<file path="config.mk">
export PLATFORM = sky130hd
export DESIGN_NAME = nv_nvdla_sdp_hls_relu_grad
export DESIGN_NICKNAME = d
export VERILOG_FILES = /design/src/rtl/nv_nvdla_sdp_hls_relu_grad.sv
export SDC_FILE = /design/constraint.sdc
export NUM_CORES = 1
export LEC_CHECK = 0
export CAP_MARGIN = 20
export CORE_ASPECT_RATIO = 0.6
export CORE_MARGIN = 1.5
export CORE_UTILIZATION = 40
export DETAILED_ROUTE_END_ITERATION = 10
export GPL_ROUTABILITY_DRIVEN = 0
export PLACE_DENSITY = 0.77
export REMOVE_ABC_BUFFERS = 1
export SYNTH_ARGS = -nofsm -noshare
export SYNTH_HDL_FRONTEND = slang
export SYNTH_SLANG_ARGS = --single-unit
</file>
<file path="constraint.sdc">
create_clock -name nvdla_core_clk -period 2.75 [get_ports nvdla_core_clk]
set_input_delay 0.55 -clock nvdla_core_clk [delete_from_list [all_inputs] [get_ports nvdla_core_clk]]
set_output_delay 0.55 -clock nvdla_core_clk [all_outputs]
set_load 0.03 [all_outputs]
</file>
<file path="src/rtl/nv_nvdla_sdp_hls_relu_grad.sv">
// ReLU backward step: the forward pass stores one keep bit per operand, and each
// gradient is passed or zeroed using the oldest stored bit, one word per cycle.
module nv_nvdla_sdp_hls_relu_grad #(
  parameter int DATA_WIDTH = 32,
  parameter int MASK_DEPTH = 16,
  parameter int AW         = $clog2(MASK_DEPTH)
) (
  input  logic                  nvdla_core_clk,
  input  logic                  nvdla_core_rstn,
  input  logic                  clr,
  input  logic                  fwd_pvld,
  output logic                  fwd_prdy,
  input  logic [DATA_WIDTH-1:0] fwd_data,
  input  logic                  grad_pvld,
  output logic                  grad_prdy,
  input  logic [DATA_WIDTH-1:0] grad_data,
  output logic                  out_pvld,
  input  logic                  out_prdy,
  output logic [DATA_WIDTH-1:0] out_data,
  output logic [AW:0]           mask_count
);

  localparam logic [AW:0] FULL_CNT = (AW+1)'(MASK_DEPTH);
  localparam logic [AW:0] ONE_CNT  = (AW+1)'(1);
  localparam logic [AW-1:0] ONE_PTR = AW'(1);

  logic [MASK_DEPTH-1:0] mask_q;
  logic [AW-1:0]         wr_ptr_q, wr_ptr_d;
  logic [AW-1:0]         rd_ptr_q, rd_ptr_d;
  logic [AW:0]           cnt_q, cnt_d;
  logic                  out_pvld_q, out_pvld_d;
  logic [DATA_WIDTH-1:0] out_data_q, out_data_d;
  logic                  push, pop;

  // Readies come only from registered state and out_prdy, never from the pvld inputs.
  assign fwd_prdy  = (cnt_q != FULL_CNT);
  assign grad_prdy = (cnt_q != '0) && (!out_pvld_q || out_prdy);

  // clr wins over any handshake that happens to complete in the same cycle.
  assign push = fwd_pvld  && fwd_prdy  && !clr;
  assign pop  = grad_pvld && grad_prdy && !clr;

  always_comb begin
    wr_ptr_d   = wr_ptr_q;
    rd_ptr_d   = rd_ptr_q;
    cnt_d      = cnt_q;
    out_pvld_d = out_pvld_q;
    out_data_d = out_data_q;
    if (clr) begin
      wr_ptr_d   = '0;
      rd_ptr_d   = '0;
      cnt_d      = '0;
      out_pvld_d = 1'b0;
    end else begin
      if (push) wr_ptr_d = wr_ptr_q + ONE_PTR;
      if (pop)  rd_ptr_d = rd_ptr_q + ONE_PTR;
      case ({push, pop})
        2'b10:   cnt_d = cnt_q + ONE_CNT;
        2'b01:   cnt_d = cnt_q - ONE_CNT;
        default: cnt_d = cnt_q;
      endcase
      if (pop) begin
        out_pvld_d = 1'b1;
        out_data_d = mask_q[rd_ptr_q] ? grad_data : '0;
      end else if (out_prdy) begin
        out_pvld_d = 1'b0;
      end
    end
  end

  always_ff @(posedge nvdla_core_clk or negedge nvdla_core_rstn) begin
    if (!nvdla_core_rstn) begin
      wr_ptr_q   <= '0;
      rd_ptr_q   <= '0;
      cnt_q      <= '0;
      out_pvld_q <= 1'b0;
      out_data_q <= '0;
    end else begin
      wr_ptr_q   <= wr_ptr_d;
      rd_ptr_q   <= rd_ptr_d;
      cnt_q      <= cnt_d;
      out_pvld_q <= out_pvld_d;
      out_data_q <= out_data_d;
    end
  end

  // Keep-bit storage carries no reset; the count guards every read.
  always_ff @(posedge nvdla_core_clk) begin
    if (push) mask_q[wr_ptr_q] <= ~fwd_data[DATA_WIDTH-1];
  end

  assign out_pvld   = out_pvld_q;
  assign out_data   = out_data_q;
  assign mask_count = cnt_q;

endmodule
</file>
==> impl_metrics.ini <==
[outcome]
status = finished, violations left
failed_checks = design-rule violations

[drt]
drc_errors = 6
vias = 2320
drt-pass1-iter-count = 11
viasPerCell = 5.03
ant_nets = 0
drtIter0Drc = 168
post_drt_wl_per_cell_um = 14.4
drt-total-wl_mm = 6.64

[placed_design]
dp_hpwl_mm = 4.61
placed_area_um2 = 3810
portBuffers = 78

[synth]
synth_seq_cells = 62
synth.distinct_cells = 43
synth_area_per_cell_um2 = 10.3
yosysWarnings = 0
seq_area_frac_synth_pct = 57.0
synthCells = 278
syn_area_um2 = 2860

[cells_and_area]
num-fill-cells = 570
syn_to_final_growth_pct = 44.6
drive_above_1_share_pct = 12.6
antenna_cells_inserted = 0
final_cell_area_um2 = 4140
utilization_pct = 61.0
layout.nets = 448

[sta]
min_period_over_period_pct = 95.4
relSlewSlack_pct = 60.1
rsz0062_at_grt = false
finalHoldViolations = 0
fin_tns_setup_ns = 0
worst_pin_slew_ns = 0.599
finalSetupViolations = 0
finClkSkew_ns = 0.00535
drv_slew = 0
period_needed_ns = 2.62
max_freq_ghz = 0.381

[cts]
cts.sinks = 62
cts-htree-levels = 3
clk_pin_slew_ns = 0.05
cts_tree = yes
cts_root_buf = clkbuf_16
cts_made_buffers = 9
worstSkewPairLatency_ns = 0.32
clockBufferDepth = 2
cts_hold_buffers = 0

[critical_path]
crit_required_ns = 2.98
crit_path_end_kind = flop
cpPeakStageDelay_ns = 0.59
start_kind = flop
crit_fanout = 4
critPathKind = flop to flop
cp_slowest_cell = or4_4
crit_arrival_ns = 2.85
path_cells = or4_4 -> o2111a_1 -> nand2_2 -> inv_1 -> buf_4 -> ha_1 -> o21ai_1 -> a311o_1 -> o32a_1 -> o31ai_1

[pwr]
p_leak_nw = 1.84
peakVddDrop_v = 0.000610
power.density_nw_per_um2 = 1150

[floorplan]
die_area_um2 = 7690
die_w_um = 112
placeableCoreArea_um2 = 6790
ioPinCount = 110
initial_core_util_pct = 42.2
fp.dieH_um = 68.5
rows = 23

[global_routing]
grt_pass1_vias = 2144
gr-usage-all-layers_pct = 18.0
grt_max_degree = 47
grt_first_pass_wirelength_mm = 10.7
antenna_found_initial = 0
grt-ovfl-total = 0

[worst_hold_path]
hold_class = input port to async pin

[flow_run]
drv_cap = 0
cell families after synthesis:
family	Yosys count	share of synthesized area, %
AND/OR/NAND/NOR	145	21.9
buffers and inverters	25	3.84
AO/OA/AOI/OAI	21	5.77
multiplexers	6	4.28
adder cells (fa/ha/maj)	9	4.19
XOR/XNOR	10	3.06
flip-flops	62	57.0
synthesized netlist by cell type:
cell | instances | area [um2]
xor2_1 | 5 | 43.8
or3_1 | 1 | 6.26
o2111ai_1 | 1 | 8.76
o32a_1 | 1 | 10.0
a21boi_1 | 1 | 7.51
a21oi_1 | 4 | 20.0
xnor2_1 | 5 | 43.8
a311o_1 | 1 | 10.0
ha_1 | 8 | 100
mux2i_1 | 1 | 10.0
buf_1 | 4 | 15.0
nand3_1 | 33 | 165
o32ai_1 | 1 | 8.76
a22oi_1 | 1 | 7.51
dfrtp_1 | 46 | 1150
nor2_1 | 22 | 82.6
and3_1 | 1 | 6.26
inv_1 | 9 | 33.8
and2_1 | 1 | 6.26
o21ai_1 | 1 | 5.00
o211ai_4 | 1 | 21.3
buf_2 | 7 | 35.0
fa_1 | 1 | 20.0
mux4_2 | 5 | 113
nand4_1 | 1 | 6.26
o22a_1 | 1 | 8.76
or4_4 | 1 | 11.3
nor4_1 | 1 | 6.26
buf_6 | 1 | 11.3
a211oi_1 | 1 | 7.51
edfxtp_1 | 16 | 480
clkbuf_1 | 4 | 15.0
o2111a_1 | 1 | 11.3
nand2_1 | 75 | 282
a31oi_1 | 1 | 6.26
a21o_1 | 1 | 7.51
a21boi_0 | 1 | 7.51
nor3_1 | 4 | 20.0
nor3_2 | 1 | 10.0
nand2b_1 | 3 | 18.8
nor2b_1 | 1 | 6.26
o21ai_0 | 2 | 10.0
o31ai_1 | 1 | 7.51
metrics by stage:
step | power (mW) | setup WS [ns] | hold slack (ns) | cells
2_1_floorplan | 2.61 | -0.456 | 0.254 | 262
4_1_cts | 4.79 | 0.0214 | 0.339 | 461
3_3_place_gp | 3.52 | -0.0634 | 0.456 | 445
6_report | 4.75 | 0.127 | 0.317 | 461
5_1_grt | 5.02 | 0.00460 | 0.387 | 461
3_5_place_dp | 3.56 | -0.0975 | 0.462 | 445
layout make-up:
type,count,area [um2],area share (%)
Tap cell,87,109,2.63
Sequential cell,62,1630,39.4
Timing Repair Buffer,96,908,21.9
Clock buffer,10,239,5.77
Multi-Input combinational cell,191,1140,27.4
Inverter,9,33.8,0.816
Clock inverter,6,83.8,2.02
critical path, delay by kind of cell (launching register included):
kind,cells,cell delay (ns)
buffers and inverters,2,0.20
and+or+nand+nor,2,0.68
AOI/OAI and AO/OA,5,0.98
adders and majority gates,1,0.28
DFF,1,0.37
power by group:
group	internal (mW)	switching [mW]	leakage [nW]
Clock	0.814	0.392	0.159
Combinational	0.886	1.25	0.927
Sequential	1.23	0.181	0.754
per-layer routing:
layer	share of wire, %	wire [um]	up-vias	global-route usage [%]
li1	-	-	1128	-
met1	49	3250	1107	25.9
met2	44	2890	77	27.2
met3	6.3	420	8	4.55
met4	1.2	78	0	5.70
met5	0	0	-	0
what timing repair did:
action,4_1_cts,5_1_grt
gates resized for setup,0,3
buffers inserted,0,0
setup endpoints to repair,0,1
flip-flops by register name, indices dropped and copies added, names as in the netlist:
signal	flops
out_pvld	1
mask_q	16
out_data	32
mask_count	5
wr_ptr_q	4
rd_ptr_q	4
cells in the final DEF, fill, tap and decap left out, drive strengths merged, types with 2 or more instances in the layout:
master	synthesis	final
buf	12	20
ha	8	8
nand2	75	75
dfrtp	46	46
inv	9	10
xor2	5	5
clkbuf	4	10
nor3	5	5
nand2b	3	3
a21boi	2	2
clkinv	0	2
o21ai	3	3
nand3	33	33
a21oi	4	4
xnor2	5	5
mux4	5	5
clkdlybuf4s50	0	76
edfxtp	16	16
nor2	22	22
bufinv	0	2
path summary, 6_finish.rpt:
check | start | endpoint | slack, ns | cells past startpoint
setup / recovery | mask_count[1] | mask_count[4] | 0.13 | 10
hold / removal | nvdla_core_rstn | out_data[21] | 0.32 | 2
setup reg to reg | mask_count[1] | mask_count[4] | 0.13 | 10
hold reg to reg | out_data[6] | out_data[6] | 0.47 | 2
max in group asynchronous | nvdla_core_rstn | out_data[27] | 2.03 | 2
min in group nvdla_core_clk | out_data[6] | out_data[6] | 0.47 | 2
Power figures use the tool's default switching activity.
